[src/rtl/fpu_req_tagger.sv]
// Tag allocator and response terminator in front of the per-core FPU wrapper.
// Holds writeback metadata per outstanding tag and accumulates per-warp sticky fflags.
module fpu_req_tagger #(
  parameter int NUM_LANES  = 1,
  parameter int NUM_WARPS  = 4,
  parameter int TAG_SIZE   = 8,
  parameter int META_WIDTH = 16,
  parameter int XLEN       = 32,
  localparam int WIDW = (NUM_WARPS > 1) ? $clog2(NUM_WARPS) : 1,
  localparam int TAGW = (TAG_SIZE > 1) ? $clog2(TAG_SIZE) : 1
) (
  input  logic                      clk,
  input  logic                      reset_n,
  input  logic                      req_valid,
  output logic                      req_ready,
  input  logic [WIDW-1:0]           req_wid,
  input  logic [NUM_LANES-1:0]      req_mask,
  input  logic [META_WIDTH-1:0]     req_meta,
  output logic                      fpu_req_valid,
  input  logic                      fpu_req_ready,
  output logic [TAGW-1:0]           fpu_req_tag,
  input  logic                      fpu_rsp_valid,
  output logic                      fpu_rsp_ready,
  input  logic [TAGW-1:0]           fpu_rsp_tag,
  input  logic [NUM_LANES*XLEN-1:0] fpu_rsp_data,
  input  logic                      fpu_rsp_has_fflags,
  input  logic [4:0]                fpu_rsp_fflags,
  output logic                      commit_valid,
  input  logic                      commit_ready,
  output logic [WIDW-1:0]           commit_wid,
  output logic [NUM_LANES-1:0]      commit_mask,
  output logic [META_WIDTH-1:0]     commit_meta,
  output logic [NUM_LANES*XLEN-1:0] commit_data,
  input  logic                      fflags_clr_valid,
  input  logic [WIDW-1:0]           fflags_clr_wid,
  input  logic [WIDW-1:0]           fflags_rd_wid,
  output logic [4:0]                fflags_rd_data,
  output logic                      busy
);

  logic [TAG_SIZE-1:0]   free_q;
  logic [TAG_SIZE-1:0]   free_d;
  logic [WIDW-1:0]       tbl_wid  [TAG_SIZE];
  logic [NUM_LANES-1:0]  tbl_mask [TAG_SIZE];
  logic [META_WIDTH-1:0] tbl_meta [TAG_SIZE];
  logic [4:0]            fflags_acc   [NUM_WARPS];
  logic [4:0]            fflags_acc_d [NUM_WARPS];

  logic [TAGW-1:0]       alloc_tag;
  logic                  any_free;
  logic                  issue_fire;
  logic                  rsp_fire;
  logic                  commit_fire;
  logic                  fflags_upd;
  logic [WIDW-1:0]       rsp_wid;
  logic [NUM_LANES-1:0]  rsp_mask;
  logic [META_WIDTH-1:0] rsp_meta;

  // Lowest-index free tag wins.
  always_comb begin
    alloc_tag = '0;
    for (int i = TAG_SIZE - 1; i >= 0; i--) begin
      if (free_q[i]) alloc_tag = TAGW'(i);
    end
  end

  assign any_free      = |free_q;
  assign fpu_req_valid = req_valid & any_free;
  assign req_ready     = fpu_req_ready & any_free;
  assign fpu_req_tag   = alloc_tag;
  assign issue_fire    = req_valid & req_ready;

  assign fpu_rsp_ready = ~commit_valid | commit_ready;
  assign rsp_fire      = fpu_rsp_valid & fpu_rsp_ready;
  assign commit_fire   = commit_valid & commit_ready;

  assign rsp_wid  = tbl_wid[fpu_rsp_tag];
  assign rsp_mask = tbl_mask[fpu_rsp_tag];
  assign rsp_meta = tbl_meta[fpu_rsp_tag];

  // A returning tag is always busy, so the set and clear below never collide.
  always_comb begin
    free_d = free_q;
    if (rsp_fire)   free_d[fpu_rsp_tag] = 1'b1;
    if (issue_fire) free_d[alloc_tag]   = 1'b0;
  end

  always_ff @(posedge clk) begin
    if (issue_fire) begin
      tbl_wid[alloc_tag]  <= req_wid;
      tbl_mask[alloc_tag] <= req_mask;
      tbl_meta[alloc_tag] <= req_meta;
    end
  end

  assign fflags_upd = rsp_fire & fpu_rsp_has_fflags & (|rsp_mask);

  // Clear is applied before the merge so a same-cycle response survives it.
  always_comb begin
    for (int w = 0; w < NUM_WARPS; w++) begin
      fflags_acc_d[w] = fflags_acc[w];
      if (fflags_clr_valid && (fflags_clr_wid == WIDW'(w)))
        fflags_acc_d[w] = 5'd0;
      if (fflags_upd && (rsp_wid == WIDW'(w)))
        fflags_acc_d[w] = fflags_acc_d[w] | fpu_rsp_fflags;
    end
  end

  always_ff @(posedge clk) begin
    if (!reset_n) begin
      free_q       <= '1;
      commit_valid <= 1'b0;
      commit_wid   <= '0;
      commit_mask  <= '0;
      commit_meta  <= '0;
      commit_data  <= '0;
      for (int w = 0; w < NUM_WARPS; w++) fflags_acc[w] <= 5'd0;
    end else begin
      free_q <= free_d;
      for (int w = 0; w < NUM_WARPS; w++) fflags_acc[w] <= fflags_acc_d[w];
      if (rsp_fire) begin
        commit_valid <= 1'b1;
        commit_wid   <= rsp_wid;
        commit_mask  <= rsp_mask;
        commit_meta  <= rsp_meta;
        commit_data  <= fpu_rsp_data;
      end else if (commit_fire) begin
        commit_valid <= 1'b0;
      end
    end
  end

  always_comb begin
    fflags_rd_data = 5'd0;
    if (int'(fflags_rd_wid) < NUM_WARPS) fflags_rd_data = fflags_acc[fflags_rd_wid];
  end

  assign busy = ~(&free_q) | commit_valid;

  rsp_tag_busy: assert property (@(posedge clk) disable iff (!reset_n)
                                 rsp_fire |-> !free_q[fpu_rsp_tag])
    else $error("fpu_req_tagger: response for free tag %0d", fpu_rsp_tag);

endmodule

[config.mk]
export PLATFORM = sky130hd
export DESIGN_NAME = fpu_req_tagger
export DESIGN_NICKNAME = d
export VERILOG_FILES = /design/src/rtl/fpu_req_tagger.sv
export SDC_FILE = /design/constraint.sdc
export NUM_CORES = 1
export LEC_CHECK = 0
export ABC_AREA = 1
export BUFFER_PORTS_ARGS = -buffer_cell sky130_fd_sc_hd__clkbuf_2
export CAP_MARGIN = 10
export CORE_AREA = 5 5 149 151
export CTS_BUF_LIST = sky130_fd_sc_hd__clkbuf_4
export CTS_CLUSTER_SIZE = 10
export DETAILED_ROUTE_END_ITERATION = 10
export DIE_AREA = 0 0 154 156
export HOLD_SLACK_MARGIN = 0.02
export RECOVER_POWER = 50
export SLEW_MARGIN = 10
export SYNTH_ARGS = -nofsm -noshare
export SYNTH_HDL_FRONTEND = slang
export SYNTH_SLANG_ARGS = --single-unit
[constraint.sdc]
create_clock -name clk -period 2.85 [get_ports clk]
set_input_delay 0.4275 -clock clk [delete_from_list [all_inputs] [get_ports clk]]
set_output_delay 0.4275 -clock clk [all_outputs]
set_load 0.01 [all_outputs]
==> run metrics <==
status finished, final reports clean; die width 154 µm; synth warn 0; post-route clock period utilization 0.8551; PortBufs 134; total clock sinks around 230; setup violators final 0; HPWL Detailed 15340 µm; fraction of the mapped netlist area in simple logic gates 0.1843; fin area 11220 µm²; CTS tree yes; post-route ant nets 0; Final Core Density 0.5424; Initial Util 0.4393; Total GRT Usage 0.1958; drt pass-1 iters 5; CTS buffer count 59; placed cell area 10060 µm²; Clock Skew 0.01593 ns; sequential fraction of the synthesis area 0.6783; Fin Hold WS 0.08762 ns; distinct cell type count after synthesis 34; Syn Nets 934; Avg Synthesized Cell Area around 11 µm²; Cell Rows 53; Final Hold Vio Count 0; Layout area overhead 23.45%; I/O Pins 135; Reg area 6166 µm²; fill count around 1900; Routed WL per cell about 17 µm; Setup TNS Final 0 ns; relative slew slack 0.1560; Clock transition at path regs around 0.070 ns; total core area 20690 µm²; adder-cell share of the synthesized area 0; Slew Limit Fails 0; hold crit path type primary input to register; Highest Clock Rate 410.3 MHz; Vias 7035; mux cell area share after synthesis 0; Synth Instances 863; share of cells above drive strength 1 0.2047; WS Path Type register to output pin; Worst Tran Pin Value about 1.3 ns; launching element type of the critical path register; Total Wirelength 24020 µm; RSZ-0062 raised after global routing false; nets 1158; Vias/cell 4.979; Final Wtd Congestion around 0.84; VDD IR max between 300 and 400 µV; P_leak 0.004633 µW; combined area of the multi-input logic cells 2446 µm²; Clock Tree Root clkbuf_4; initial antenna violation count 0; drc violations 0; Max Cap Viol 0; largest net degree at the start of global routing between 40 and 50; Crit path required time 2.42 ns; global-route wire length before repair ~37000 µm; main combinational cell family by area after synthesis simple AND/OR/NAND/NOR gates; die area 24020 µm²; reg2reg setup slack between 0.5 and 0.6 ns; Yosys reg bits 232; grt total ovfl 0; clock buffer depth 3; Max Fanout on Critical Path 4; vias in the first global route 6885; Mapped Area 9090 µm²; minimum clock period 2.437 ns; Arr. time, crit path 2.01 ns; htree depth 2; cts hold-fix bufs 45; compound-cell area share of the yosys netlist 0.08341; clock latency on the worst-skew pair 0.67 ns; post-CTS sizing 0; pwr dens 631.1 nW/µm²; Setup Fix Bufs, Post-CTS 0; antenna fix cells 0; XOR/XNOR Fraction of Synth Area 0; die height 156 µm; Worst Setup End Kind output pin; Iter 0 DRT Violations 431
[worst max-delay path, cell delays in order, from the launching register on]
cell      delay [ns]
dfxtp_1         0.38
a21oi_1         0.08
o21ai_0         0.14
nand2_1         0.09
a21oi_1         0.42
clkbuf_2        0.23
[per-layer routing]
layer | part of all wire | track usage | up-vias
met3 | 0.074 | 0.05215 | 32
li1 | - | - | 3445
met5 | 0 | 0 | -
met1 | 0.45 | 0.2586 | 3287
met2 | 0.46 | 0.3184 | 271
met4 | 0.018 | 0.06098 | 0
[report_power, final]
part	switching, µW	internal, µW	leakage (µW)
registers	37.8	3660	0.00203
logic	396	217	0.00214
clock network	1310	1460	0.000457
total	1740	5340	0.00463
[cell type report]
class	count	area share
clock buffer	91	0.06088
clock inverter	21	0.007693
multi-input combinational	526	0.2180
sequential	232	0.5494
inverter	67	0.02286
tap	275	0.03066
timing repair buffer	201	0.1105
[stage by stage]
step           cells  total power, µW  setup WS, ns
6_report        1413             7082        0.4129
5_1_grt         1413             7423        0.1265
4_1_cts         1413             7189        0.3370
3_5_place_dp    1256             4352        0.6561
3_3_place_gp    1256             4348        0.6806
2_1_floorplan    863             4094        0.6847
[placed cells by master, fill, tap and decap left out, types with 24 or more instances in the layout]
| master | instances |
|---|---|
| nand2_1 | 182 |
| edfxtp_1 | 152 |
| nor2_1 | 120 |
| clkbuf_2 | 96 |
| clkbuf_4 | 91 |
| dfxtp_1 | 80 |
| inv_1 | 61 |
| o21ai_0 | 56 |
| dlygate4sd3_1 | 45 |
| nand3_1 | 43 |
| clkbuf_1 | 41 |
| a21oi_1 | 38 |
| nand4_1 | 24 |
[synthesized netlist by cell type (all sizes together)]
library cell	count	area (µm²)
a211oi	8	60.06
a21oi	38	190.2
a221oi	8	70.07
a22o	1	8.760
a22oi	5	37.54
a31oi	1	6.260
buf	21	170.2
clkbuf	17	63.81
clkinv	2	7.510
dfxtp	80	1602
edfxtp	152	4564
inv	65	249.0
nand2	186	720.7
nand3	43	215.2
nand3b	2	15.01
nand4	24	150.1
nor2	135	554.3
nor3	4	20.02
o211ai	3	22.52
o21ai	57	285.3
o21bai	1	7.510
o22ai	6	37.54
o2bb2ai	2	17.52
o31ai	2	15.01
[kinds of logic after synthesis]
group,count (synthesis)
and+or+nand+nor,394
DFF,232
buffers and inverters,105
AOI/OAI and AO/OA,132
[flip-flops by register name, summed over array words and instances (netlist names)]
register / flops
commit_data: 32
tbl_wid: 16
commit_wid: 2
tbl_mask: 8
free_q: 8
commit_valid: 1
tbl_meta: 128
commit_meta: 16
commit_mask: 1
fflags_acc: 20
[worst paths after layout]
kind,start,endpoint,depth (start not counted)
max,free_q[7],fpu_req_tag[0],5
min,commit_ready,commit_valid,4
max reg2reg,commit_valid,commit_meta[2],7
min reg2reg,fflags_acc[2][2],fflags_acc[2][2],2
Note: power is estimated with default switching activity, not from simulation.
